File: src/rtl/key_bcd_counter.sv
// Two debounced push-buttons driving a 00..59 BCD up/down counter with
// wrap pulses and seven-segment decode of both digits.
module key_bcd_counter #(
   parameter int DEBOUNCE_CYCLES = 240000
) (
   input  logic       clk,
   input  logic       _rst,
   input  logic       _key_inc,
   input  logic       _key_dec,
   input  logic       en,
   output logic [3:0] tens,
   output logic [3:0] ones,
   output logic       carry,
   output logic       borrow,
   output logic [6:0] seg_tens,
   output logic [6:0] seg_ones
);

   localparam int CNT_W = (DEBOUNCE_CYCLES > 1) ? $clog2(DEBOUNCE_CYCLES) : 1;
   localparam logic [CNT_W-1:0] CNT_LAST = CNT_W'(DEBOUNCE_CYCLES - 1);

   logic [1:0] raw_keys;
   logic [1:0] press_evt;   // index 0 = inc, 1 = dec

   assign raw_keys = {_key_dec, _key_inc};

   function automatic logic [6:0] bcd_to_seg(input logic [3:0] d);
      logic [6:0] s;
      case (d)
         4'd0:    s = 7'h3F;
         4'd1:    s = 7'h06;
         4'd2:    s = 7'h5B;
         4'd3:    s = 7'h4F;
         4'd4:    s = 7'h66;
         4'd5:    s = 7'h6D;
         4'd6:    s = 7'h7D;
         4'd7:    s = 7'h07;
         4'd8:    s = 7'h7F;
         4'd9:    s = 7'h6F;
         default: s = 7'h00;
      endcase
      return s;
   endfunction

   for (genvar k = 0; k < 2; k++) begin : g_key
      logic             sync_p0, sync_p1;
      logic             db_lvl, db_lvl_d;
      logic [CNT_W-1:0] db_cnt;
      logic             evt_p0, evt_p1;

      // Stage boundary: synchronizer -> debouncer -> falling-edge event, two-stage event pipe
      always_ff @(posedge clk or negedge _rst) begin
         if (!_rst) begin
            sync_p0  <= 1'b1;
            sync_p1  <= 1'b1;
            db_lvl   <= 1'b1;
            db_lvl_d <= 1'b1;
            db_cnt   <= '0;
            evt_p0   <= 1'b0;
            evt_p1   <= 1'b0;
         end else begin
            sync_p0  <= raw_keys[k];
            sync_p1  <= sync_p0;
            db_lvl_d <= db_lvl;
            evt_p0   <= db_lvl_d & ~db_lvl;
            evt_p1   <= evt_p0;
            if (sync_p1 == db_lvl) begin
               db_cnt <= '0;
            end else if (db_cnt == CNT_LAST) begin
               db_lvl <= sync_p1;
               db_cnt <= '0;
            end else begin
               db_cnt <= db_cnt + CNT_W'(1);
            end
         end
      end

      assign press_evt[k] = evt_p1;
   end

   // Stage boundary: events consumed into the registered BCD digits
   always_ff @(posedge clk or negedge _rst) begin
      if (!_rst) begin
         tens   <= 4'd0;
         ones   <= 4'd0;
         carry  <= 1'b0;
         borrow <= 1'b0;
      end else begin
         carry  <= 1'b0;
         borrow <= 1'b0;
         if (en && (press_evt[0] ^ press_evt[1])) begin
            if (press_evt[0]) begin
               if (ones >= 4'd9) begin
                  ones <= 4'd0;
                  if (tens >= 4'd5) begin
                     tens  <= 4'd0;
                     carry <= 1'b1;
                  end else begin
                     tens <= tens + 4'd1;
                  end
               end else begin
                  ones <= ones + 4'd1;
               end
            end else begin
               if (ones == 4'd0 || ones > 4'd9) begin
                  ones <= 4'd9;
                  if (tens == 4'd0 || tens > 4'd5) begin
                     tens   <= 4'd5;
                     borrow <= 1'b1;
                  end else begin
                     tens <= tens - 4'd1;
                  end
               end else begin
                  ones <= ones - 4'd1;
               end
            end
         end
      end
   end

   assign seg_tens = bcd_to_seg(tens);
   assign seg_ones = bcd_to_seg(ones);

endmodule

File: config.mk
export PLATFORM = sky130hd
export DESIGN_NAME = key_bcd_counter
export DESIGN_NICKNAME = d
export VERILOG_FILES = /design/src/rtl/key_bcd_counter.sv
export SDC_FILE = /design/constraint.sdc
export NUM_CORES = 1
export LEC_CHECK = 0
export ABC_AREA = 1
export CAP_MARGIN = 20
export CORE_UTILIZATION = 50
export CTS_CLUSTER_DIAMETER = 80
export DETAILED_ROUTE_END_ITERATION = 10
export PLACE_DENSITY = 0.7
export RECOVER_POWER = 50
export SLEW_MARGIN = 20
export SYNTH_ARGS = -nofsm -noshare
export SYNTH_HDL_FRONTEND = slang
export SYNTH_SLANG_ARGS = --single-unit
File: constraint.sdc
create_clock -name clk -period 2.3 [get_ports clk]
set_input_delay 0.46 -clock clk [delete_from_list [all_inputs] [get_ports clk]]
set_output_delay 0.46 -clock clk [all_outputs]
set_load 0.02 [all_outputs]
==> PnR_summary.wiki, run 1 <==
{| class="wikitable"
! Metric !! Value
|-
| Setup repair after global routing missed its margin || true
|-
| Leakage Power || 1.94 nW
|-
| Net total in the final layout || 524
|-
| Number of port buffers || 28
|-
| Residual overflow from global routing || 0
|-
| Gate count of the mapped netlist || 451
|-
| H-tree level count || 3
|-
| Max Root-Sink Buffers || 2
|-
| Number of distinct library cells after synthesis || 42
|-
| Final GP Congestion || 0.857
|-
| Path type of the worst setup path || flip-flop to primary output
|-
| Die area || 7330 µm²
|-
| CTS tree || done
|-
| Vias in the first global route || 2839
|-
| Via count of the routed design || 2952
|-
| Estimated wirelength of the detail-placed design || 5.17 mm
|-
| Met3 global-route usage || 3.95%
|-
| Fraction of final layout cells sized beyond drive strength 1 || 13.6%
|-
| F_max || 458 MHz
|-
| Via-to-Cell Ratio || 5.04
|-
| Kind of path behind the tightest hold check || input port to async pin
|-
| Sequential power share || 55.2%
|-
| Setup violators final || 0
|-
| Flip-flop count of the largest register after layout || 36
|-
| Met2 Track Usage GR || 35.5%
|-
| Largest net degree at the start of global routing || 22
|-
| Commonest cells after routing, fill and taps aside || sky130_fd_sc_hd__nand2_1, sky130_fd_sc_hd__nor2_1, sky130_fd_sc_hd__inv_1
|-
| Initial antenna violation count || 0
|-
| Clock latency on the worst-skew pair || 0.33 ns
|-
| Critical path endpoint category || primary output
|-
| Standard-cell row count || 30
|-
| Area growth from synthesis to layout || 16.9%
|-
| Peak VDD IR || 0.418 mV
|-
| Least-Margin Pin Slew || 1.11 ns
|-
| Final antenna-violating net count || 0
|-
| Global routing met1 resource utilization || 27.5%
|-
| Combinational group share of total power || 3.0%
|-
| Cell Count, Final, Fillers Out || 586
|-
| CTS clock-pin slew for the worst setup and hold paths || 0.06 ns
|-
| Max-cap violations || 0
|-
| Final hold violation count || 0
|-
| Post-route DRC || 0
|-
| Multi-input gate area || 1800 µm²
|-
| Crit path launch type || flip-flop
|-
| Highest fanout seen on the critical path || 5
|-
| Number of search-and-repair iterations in the first detailed-routing pass || 4
|-
| Count of routing violations after the opening detailed-route iteration || 139
|-
| Count of antenna diodes in the layout || 0
|-
| Net switching fraction of the power || 22.4%
|-
| Share of synthesized area occupied by flip-flops and latches || 41.8%
|-
| Clock Sinks || 58
|-
| Synth top area share || 35.8%
|-
| Syn Area/Cell || 7.75 µm²
|-
| Die width || 85.6 µm
|-
| Number of max-slew violations in the final report || 0
|-
| Minimum setup slack among reg-to-reg paths || 0.68 ns
|-
| Power density of the placed cells || 463 nW/µm²
|-
| Final-layout worst hold slack || 0.309 ns
|-
| Layout Utilization || 60.5%
|-
| Synth area leaders || sky130_fd_sc_hd__dfrtp_1, sky130_fd_sc_hd__nand2_1, sky130_fd_sc_hd__nor2_1, sky130_fd_sc_hd__ha_1, sky130_fd_sc_hd__dfstp_2
|-
| Number of buffers inserted for hold repair after clock tree synthesis || 0
|-
| Filler Cell Count || 625
|-
| Largest regs || g_key.db_cnt (36), ones (4), tens (4)
|-
| Design internal power || 0.00147 W
|-
| Root cell of the clock tree || sky130_fd_sc_hd__clkbuf_8
|-
| Most frequent standard cell in the layout excluding fill and tap cells || sky130_fd_sc_hd__nand2_1
|-
| Post-synthesis sequential element count || 58
|-
| Number of buffers inserted during clock tree synthesis || 9
|-
| Total power || 0.00189 W
|-
| Io pins || 29
|-
| Net switching power of the design || 0.000423 W
|-
| GRT busiest layer || met2
|-
| Worst relative slew slack || 26.1%
|-
| Data arrival time of the worst path || 1.72 ns
|-
| Yosys synthesis warning count || 0
|-
| Outcome || finished clean
|-
| Cell Area, Synth || 3500 µm²
|-
| Cell taking the most area after synthesis || sky130_fd_sc_hd__dfrtp_1
|-
| Total instance count after detailed placement || 570
|-
| Clock power share || 41.8%
|-
| Post-Synthesis Net Count || 474
|-
| Post-detailed-routing wire length || 6.84 mm
|-
| Register bank with the most flops || g_key.db_cnt
|-
| Placeable core area || 6760 µm²
|-
| Initial core utilization || 51.7%
|-
| Portion of the clock cycle consumed by the worst path in the final layout || 94.9%
|-
| Storage element area || 1460 µm²
|-
| Wire length of the first global-routing pass || 12.5 mm
|-
| Max Clock Skew || 0.00626 ns
|-
| WP data required || 1.84 ns
|-
| Post-detailed-route wirelength per cell || 11.7 µm
|-
| Setup Fix Bufs, Post-CTS || 0
|-
| Height of the die || 85.6 µm
|-
| All-layer global routing usage || 21.7%
|-
| Tmin final || 2.18 ns
|}
logic make-up after synthesis:
logic type,Yosys count,share of synthesized area [%]
AO/OA/AOI/OAI,39,6.87
XOR/XNOR,16,4.01
adder cells (fa/ha/maj),18,6.44
buffers and inverters,59,6.91
flip-flops,58,41.8
AND/OR/NAND/NOR,261,34.0
routing by layer:
metal  routed length [µm]  up-vias  part of all wire [%]
li1                     -     1525                     -
met1                 3190     1361                    47
met2                 3290       51                    48
met3                  209       15                   3.1
met4                  148        0                   2.2
met5                    0        -                     0
metrics by stage:
step / setup slack (ns) / instance area, µm² / TNS (ns)
global placement: 0.153 / 3960 / 0
detailed placement: 0.108 / 3960 / 0
global route: -0.00414 / 4090 / -0.00414
finish: 0.118 / 4090 / 0
CTS: 0.0382 / 4100 / 0
floorplan: 0.199 / 3500 / 0
path summary, 6_finish.rpt:
check	startpoint	to	depth (start not counted)
max in group asynchronous	_rst	g_key[0].db_cnt[4]$_DFF_PN0_	2
worst min-delay path	_rst	tens[1]$_DFFE_PN0P_	1
worst max register to register	ones[1]$_DFFE_PN0P_	tens[1]$_DFFE_PN0P_	10
worst max-delay path	ones[0]$_DFFE_PN0P_	seg_ones[4]	5
worst min register to register	g_key[1].evt_p0$_DFF_PN0_	g_key[1].evt_p1$_DFF_PN0_	0
min in group clk	g_key[1].evt_p0$_DFF_PN0_	g_key[1].evt_p1$_DFF_PN0_	0
Yosys cell counts:
cell type and instances:
sky130_fd_sc_hd__nand2_1 114, sky130_fd_sc_hd__nor2_1 73, sky130_fd_sc_hd__dfrtp_1 50, sky130_fd_sc_hd__inv_1 50
sky130_fd_sc_hd__nand3_1 32, sky130_fd_sc_hd__ha_1 18, sky130_fd_sc_hd__a21oi_1 17, sky130_fd_sc_hd__xor2_1 10
sky130_fd_sc_hd__o21ai_0 9, sky130_fd_sc_hd__dfstp_2 8, sky130_fd_sc_hd__nand4_1 8, sky130_fd_sc_hd__nor3_1 8
sky130_fd_sc_hd__xnor2_1 6, sky130_fd_sc_hd__a31oi_1 4, sky130_fd_sc_hd__nand2_2 4, sky130_fd_sc_hd__inv_2 3
sky130_fd_sc_hd__nand3_2 3, sky130_fd_sc_hd__nor2_4 3, sky130_fd_sc_hd__or2_2 3, sky130_fd_sc_hd__buf_2 2
sky130_fd_sc_hd__nand3b_1 2, sky130_fd_sc_hd__nor2_2 2, sky130_fd_sc_hd__o21ai_1 2, sky130_fd_sc_hd__o21bai_1 2
sky130_fd_sc_hd__a21oi_2 1, sky130_fd_sc_hd__a21oi_4 1, sky130_fd_sc_hd__a22o_2 1, sky130_fd_sc_hd__and2_0 1
sky130_fd_sc_hd__buf_6 1, sky130_fd_sc_hd__clkinv_1 1, sky130_fd_sc_hd__inv_4 1, sky130_fd_sc_hd__inv_8 1
sky130_fd_sc_hd__nand2_4 1, sky130_fd_sc_hd__nand3_4 1, sky130_fd_sc_hd__nor3_2 1, sky130_fd_sc_hd__nor3_4 1
sky130_fd_sc_hd__nor3b_1 1, sky130_fd_sc_hd__nor3b_2 1, sky130_fd_sc_hd__nor4_2 1, sky130_fd_sc_hd__o21ai_4 1
sky130_fd_sc_hd__o311ai_0 1, sky130_fd_sc_hd__or2_1 1
timing repair:
item                       CTS  global route
gates resized for setup     15            17
setup endpoints to repair   14             8
cloned                       0             0
cell type report:
cell class	count	share of cell area (%)
Multi-Input combinational cell	334	44.1
Sequential cell	58	35.8
Timing Repair Buffer	42	8.27
Inverter	56	5.39
Clock buffer	13	3.64
Tap cell	80	2.45
Clock inverter	3	0.367
power by group through the flow:
stage                     clock (W)  combinational, W  sequential [W]
after detailed placement          0         0.0000621         0.00106
after global placement            0         0.0000619         0.00106
after CTS                  0.000823         0.0000625         0.00104
final                      0.000791         0.0000574         0.00104
after global routing       0.000875         0.0000688         0.00104
after floorplan                   0         0.0000239         0.00106
critical path, cell delays in order, from the launching register on:
cell and delay [ns]:
sky130_fd_sc_hd__dfrtp_1 0.42, sky130_fd_sc_hd__inv_1 0.10, sky130_fd_sc_hd__buf_4 0.16, sky130_fd_sc_hd__ha_1 0.18
sky130_fd_sc_hd__a22o_2 0.21, sky130_fd_sc_hd__dlygate4sd2_1 0.32
Note: power is estimated with default switching activity, not from simulation.
==> run 2: changes to the inputs <==
--- a/config.mk
+++ b/config.mk
@@ -7,11 +7,11 @@
 export LEC_CHECK = 0
 export ABC_AREA = 1
 export CAP_MARGIN = 20
+export CORE_ASPECT_RATIO = 0.9
 export CORE_UTILIZATION = 50
 export CTS_CLUSTER_DIAMETER = 80
 export DETAILED_ROUTE_END_ITERATION = 10
 export PLACE_DENSITY = 0.7
-export RECOVER_POWER = 50
 export SLEW_MARGIN = 20
 export SYNTH_ARGS = -nofsm -noshare
 export SYNTH_HDL_FRONTEND = slang
==> run 2 against run 1 <==
Against the previous run: non-clock buffer count decreased by 2; sequential power hardly changed; hold slack got worse by 0.16 ns; wire length rose by 0.97%; flip-flop and latch count stayed put; sequential share of layout area down 0.50 points; clock-buffer cell count is 3 lower; power is 8.6% higher; clock skew hardly changed.
==> PnR_summary.wiki, run 2 (same netlist as run 1, synthesis figures left out) <==
{| class="wikitable"
! Metric !! Value
|-
| Wire length of the first global-routing pass || 12.2 mm (-2.4%)
|-
| Power density of the placed cells || 496 nW/µm² (+7.2%)
|-
| Root cell of the clock tree || sky130_fd_sc_hd__clkbuf_8
|-
| Clock Sinks || 58 (unchanged)
|-
| Die width || 90.1 µm (+5.3%)
|-
| Net switching power of the design || 0.000470 W (+11%)
|-
| Setup violators final || 0 (unchanged)
|-
| Initial core utilization || 52.5% (+0.78 points)
|-
| Design internal power || 0.00158 W (+7.9%)
|-
| Final antenna-violating net count || 0 (unchanged)
|-
| Via count of the routed design || 2954 (+0.068%)
|-
| Residual overflow from global routing || 0 (unchanged)
|-
| Fin Setup TNS || 0 ns (unchanged)
|-
| Register bank with the most flops || g_key.db_cnt
|-
| Clock latency on the worst-skew pair || 0.33 ns (about the same)
|-
| WP depth || 4 (-1)
|-
| Standard-cell row count || 28 (-6.7%)
|-
| H-tree level count || 3 (unchanged)
|-
| Commonest cells after routing, fill and taps aside || sky130_fd_sc_hd__nand2_1, sky130_fd_sc_hd__nor2_1, sky130_fd_sc_hd__inv_1
|-
| Peak VDD IR || 0.427 mV (+2.0%)
|-
| Placed inst area || 3970 µm² (+0.25%)
|-
| Die area || 7330 µm² (about the same)
|-
| Minimum setup slack among reg-to-reg paths || 0.61 ns (-0.07 ns)
|-
| CTS tree || done
|-
| Tmin final || 2.17 ns (-0.00928 ns)
|-
| Least-Margin Pin Slew || 0.680 ns (-0.428 ns)
|-
| Leakage Power || 1.95 nW (+0.28%)
|-
| Cell Count, Final, Fillers Out || 594 (+1.4%)
|-
| Area of all placed cells without fillers || 4140 µm² (+1.3%)
|-
| Setup Fix Bufs, Post-CTS || 0 (unchanged)
|-
| Post-route DRC || 0 (unchanged)
|-
| Sequential power share || 50.8% (-4.4 points)
|-
| Total instance count after detailed placement || 578 (+1.4%)
|-
| Count of antenna diodes in the layout || 0 (unchanged)
|-
| Flip-flop count of the largest register after layout || 36 (unchanged)
|-
| Vias in the first global route || 2807 (-1.1%)
|-
| Fraction of final layout cells sized beyond drive strength 1 || 14.9% (+1.2 points)
|-
| Number of max-slew violations in the final report || 0 (unchanged)
|-
| Buffers & Inverters on Critical Path || 2 (-1)
|-
| WP data required || 1.84 ns (about the same)
|-
| Max Root-Sink Buffers || 2 (unchanged)
|-
| Count of routing violations after the opening detailed-route iteration || 172 (+24%)
|-
| Final hold violation count || 0 (unchanged)
|-
| Post-detailed-route wirelength per cell || 11.6 µm (-0.39%)
|-
| Largest incremental delay on the critical path || 0.42 ns (about the same)
|-
| Highest fanout seen on the critical path || 5 (unchanged)
|-
| Portion of the clock cycle consumed by the worst path in the final layout || 94.5% (-0.40 points)
|-
| Net switching fraction of the power || 22.9% (+0.53 points)
|-
| Via-to-Cell Ratio || 4.97 (-1.3%)
|-
| Area growth from synthesis to layout || 18.4%
|-
| Placeable core area || 6660 µm² (-1.5%)
|-
| Kind of path behind the tightest hold check || input port to async pin
|-
| All-layer global routing usage || 20.7% (-1.0 points)
|-
| Total power || 0.00205 W (+8.6%)
|-
| Crit path launch type || flip-flop
|-
| Initial antenna violation count || 0 (unchanged)
|-
| Number of port buffers || 28 (unchanged)
|-
| Largest regs || g_key.db_cnt (36), ones (4), tens (4)
|-
| Estimated wirelength of the detail-placed design || 5.16 mm (-0.28%)
|-
| Net total in the final layout || 522 (-0.38%)
|-
| Reg-to-Reg End || tens[1]$_DFFE_PN0P_
|-
| Height of the die || 81.3 µm (-5.0%)
|-
| Worst path top cell family by delay || buffers and inverters
|-
| Number of search-and-repair iterations in the first detailed-routing pass || 5 (+1)
|-
| Worst relative slew slack || 54.3% (+28 points)
|-
| Io pins || 29 (unchanged)
|-
| Outcome || finished clean
|-
| Worst R2R Start || ones[0]$_DFFE_PN0P_
|-
| Worst-path cell chain || inv_1, ha_1, a22o_2, dlygate4sd2_1
|-
| Worst R2R Path Depth || 10 (unchanged)
|-
| Critical path endpoint category || primary output
|-
| Largest net degree at the start of global routing || 31 (+41%)
|-
| Clock power share || 46.3% (+4.5 points)
|-
| CTS clock-pin slew for the worst setup and hold paths || 0.07 ns (about the same)
|-
| Combinational group share of total power || 2.9% (about the same)
|-
| Layout Utilization || 62.2% (+1.7 points)
|-
| Max-cap violations || 0 (unchanged)
|-
| Data arrival time of the worst path || 1.71 ns (about the same)
|-
| Path type of the worst setup path || flip-flop to primary output
|-
| Max Clock Skew || 0.00637 ns (+0.000117 ns)
|-
| Number of buffers inserted during clock tree synthesis || 9 (unchanged)
|-
| Post-detailed-routing wire length || 6.90 mm (+0.97%)
|-
| Setup repair after global routing missed its margin || false
|-
| Slowest-stage cell, CP || sky130_fd_sc_hd__dfrtp_1
|-
| Most frequent standard cell in the layout excluding fill and tap cells || sky130_fd_sc_hd__nand2_1
|-
| Final GP Congestion || 0.845 (-1.4%)
|-
| F_max || 460 MHz (+0.43%)
|}
run 2: cell types whose count changed in the layout (fill, tap and decap cells not counted), sizes merged:
cell / change
bufinv: +1
dlygate4sd2: -2
clkbuf: -5
clkinvlp: +3
clkdlybuf4s15: -1
dlymetal6s2s: +2
dlygate4sd3: -2
clkinv: -1
buf: +1
clkdlybuf4s50: +2
run 2: per-layer routing:
layer	global-route usage, %	vias up	routed length, µm
met4	7.90	0	64
met3	4.21	5	249
met1	26.2	1367	3310
li1	-	1523	-
met2	35.3	59	3280
met5	0	-	0
run 2: cell type report:
cell class | instances | area [µm²]
Clock inverter | 6 | 66.3
Inverter | 56 | 220
Tap cell | 90 | 113
Clock buffer | 10 | 138
Sequential cell | 58 | 1460
Timing Repair Buffer | 40 | 345
Multi-Input combinational cell | 334 | 1800
Fill cell | 603 | 2520
run 2: repair_timing:
action                                  4_1_cts  5_1_grt
gates cloned                                  0        0
endpoints found under the setup margin       12        9
gates resized for setup                      14       18
hold buffers                                  0        0
run 2: through the flow:
stage	hold slack (ns)	setup WS, ns
2_1_floorplan	0.164	0.199
3_3_place_gp	0.334	0.122
3_5_place_dp	0.336	0.0773
4_1_cts	0.161	0.00693
5_1_grt	0.194	0.00927
6_report	0.153	0.127
run 2: power by group through the flow:
stage,Clock (W),Combinational [W],Sequential [W]
after floorplan,0,0.0000239,0.00106
after global placement,0,0.0000613,0.00106
after detailed placement,0,0.0000626,0.00106
after CTS,0.000973,0.0000626,0.00104
after global routing,0.00102,0.0000704,0.00104
final,0.000951,0.0000599,0.00104
run 2: worst max path at each step:
stage | start | end | slack (ns)
2_1_floorplan | ones[0]$_DFFE_PN0P_ | seg_ones[5] | 0.20
3_3_place_gp | ones[1]$_DFFE_PN0P_ | seg_ones[0] | 0.12
3_5_place_dp | ones[1]$_DFFE_PN0P_ | seg_ones[0] | 0.08
4_1_cts | ones[0]$_DFFE_PN0P_ | seg_ones[3] | 0.007
5_1_grt | ones[0]$_DFFE_PN0P_ | seg_ones[3] | 0.009
6_report | ones[0]$_DFFE_PN0P_ | seg_ones[4] | 0.13
==> patch, RTL diff (config.mk and constraints of run 1) <==
Make the reset (`_rst`) synchronous in 2 clocked blocks.
--- a/src/rtl/key_bcd_counter.sv
+++ b/src/rtl/key_bcd_counter.sv
@@ -49,7 +49,7 @@
       logic             evt_p0, evt_p1;
 
       // Stage boundary: synchronizer -> debouncer -> falling-edge event, two-stage event pipe
-      always_ff @(posedge clk or negedge _rst) begin
+      always_ff @(posedge clk) begin
          if (!_rst) begin
             sync_p0  <= 1'b1;
             sync_p1  <= 1'b1;
@@ -79,7 +79,7 @@
    end
 
    // Stage boundary: events consumed into the registered BCD digits
-   always_ff @(posedge clk or negedge _rst) begin
+   always_ff @(posedge clk) begin
       if (!_rst) begin
          tens   <= 4'd0;
          ones   <= 4'd0;
Behaviour: same outputs for any inputs over 10 cycles, from zero or initial values and one cycle with _rst low; that may be too few to reach the edited logic, so the function may still have changed.
==> patch against run 1 <==
Sequential power up 20%. Fmax rose by 1.6%. Via count up 8.3%. Sequential cell count is 14 higher. Critical path depth grew 8. Non-clock buffer count is 11 higher. Synthesized area grew 7.9%. Wire length down 0.19%. Utilization increased by 0.62 points. Cell area increased by 9.0%. Worst setup slack better by 0.035 ns. Power up 15%. First-iteration DRC count down 24%. Clock power grew 13%. Largest cell class unchanged. Largest power group unchanged. Highest routed layer unchanged.
==> patch: results (changes against run 1) <==
status -> finished, final reports clean
Starting DRT DRC Count -> 106 (-24%)
Pleak -> 1.85 nW (-4.9%)
Clock Root Buffer -> clkbuf_8
max FFs per register -> 36 (unchanged)
largest register by flop count -> g_key.db_cnt
Final GP Congestion -> 0.810 (-5.5%)
Final Skew -> 0.00741 ns (+0.00116 ns)
worst path arrival time -> 2.42 ns (+0.70 ns)
Clock Path Buffers -> 2 (unchanged)
vias per std cell -> 4.90 (-2.8%)
yosys warns -> 0 (unchanged)
Buffers on Ports -> 28 (unchanged)
Post-Syn Instances -> 496 (+10%)
worst-margin pin slew -> 0.486 ns (-0.622 ns)
Nets -> 576 (+9.9%)
synth cell count leaders -> 114 x nand2_1, 72 x dfxtp_1, 62 x inv_1
initial antenna violation count -> 0 (unchanged)
TritonCTS Buffers -> 9 (unchanged)
top_reg_cell synth -> dfxtp_1
filler instances -> 682 (+9.1%)
layout cells sized above 1 -> 0.166 (+0.0297)
dpl ws -> -0.0527 ns (-0.161 ns)
Post-DP HPWL -> 5160 um (-0.19%)
n_diodes -> 0 (unchanged)
count leader, synth -> nand2_1
clk slew on worst S/H paths -> 0.07 ns
Seq/Total Area, Yosys -> 0.382 (-0.0359)
fin cells -> 653 (+11%)
Unique masters post-synth -> 40 (-4.8%)
top cells by area, synth -> dfxtp_1 38%, nand2_1 11%, ha_1 6.6%
ys async rst share -> 0 (-1.00)
vias in the first global route -> 2821 (-0.63%)
# H-tree levels -> 3 (unchanged)
Worst-Skew Late Latency -> 0.33 ns (about the same)
first-pass GRT wire length -> 11700 um (-6.5%)
total wire length -> 6820 um (-0.19%)
pin count of the biggest net entering global routing -> 18 (-18%)
Placed Cells -> 636 (+12%)
Syn Nets -> 521 (+9.9%)
crit-path max FO -> 5 (unchanged)
Hold Path Class -> flop to flop
GRT Overall Usage -> 0.189 (-0.0280)
Worst VDD drop -> 0.000279 V (-33%)
DRT Pass-1 Iters -> 4 (unchanged)
patch: path summary, 6_finish.rpt:
kind | from | cells after the start | endpoint | slack (ns)
setup / recovery | tens[0] | 13 | seg_tens[3] | 0.15
hold / removal | g_key[0].evt_p0 | 2 | g_key[0].evt_p1 | 0.42
setup reg to reg | tens[0] | 13 | seg_tens[3] | 0.15
hold reg to reg | g_key[0].evt_p0 | 2 | g_key[0].evt_p1 | 0.42
patch: per-stage QoR:
stage | area [sq um] | hold slack [ns]
after floorplan | 3770 | 0.390
after global placement | 4260 | 0.393
after detailed placement | 4260 | 0.408
after CTS | 4440 | 0.419
after global routing | 4460 | 0.441
final | 4460 | 0.416
patch: what timing repair did:
| action | 4_1_cts | 5_1_grt |
|---|---|---|
| resized for setup | 0 | 15 |
| buffers inserted | 0 | 3 |
| endpoints found under the setup margin | 0 | 14 |
patch: logic make-up after synthesis:
kind of cell	Yosys count	share of synthesized area
xor+xnor	8	0.0186
compound gates	45	0.0710
buf+inv	79	0.0919
flops	72	0.382
simple gates	272	0.370
fa+ha+maj	20	0.0663
patch: cell type report:
| type | instances | area [sq um] | share of cell area |
|---|---|---|---|
| Inverter | 70 | 268 | 0.0601 |
| Clock buffer | 14 | 173 | 0.0388 |
| Sequential cell | 72 | 1450 | 0.325 |
| Timing Repair Buffer | 53 | 450 | 0.101 |
| Tap cell | 99 | 124 | 0.0278 |
| Multi-Input combinational cell | 345 | 1990 | 0.447 |
patch: critical path: stages (launching register included):
cell     delay [ns]
dfxtp_4        0.38
inv_1          0.07
ha_1           0.30
or2_2          0.30
o22ai_2        0.12
nand3_1        0.11
nand2_2        0.09
nand2_2        0.08
ha_1           0.28
inv_1          0.05
nand4_1        0.12
nand2_1        0.09
nand2_1        0.05
nand2_1        0.07
patch: power breakdown:
part / leakage (nW) / total (mW) / switching [mW] / internal (mW)
Clock: 0.0886 / 0.892 / 0.422 / 0.470
Sequential: 0.584 / 1.25 / 0.00186 / 1.25
Combinational: 1.18 / 0.0371 / 0.0218 / 0.0152
Total: 1.85 / 2.18 / 0.445 / 1.73
patch: routing by layer:
layer  GRT usage  vias to the layer above  wire [um]
met5           0                        -          0
met4      0.0704                        0         77
met3      0.0429                        8        204
met2       0.306                       41       3140
met1       0.245                     1436       3410
li1            -                     1712          -
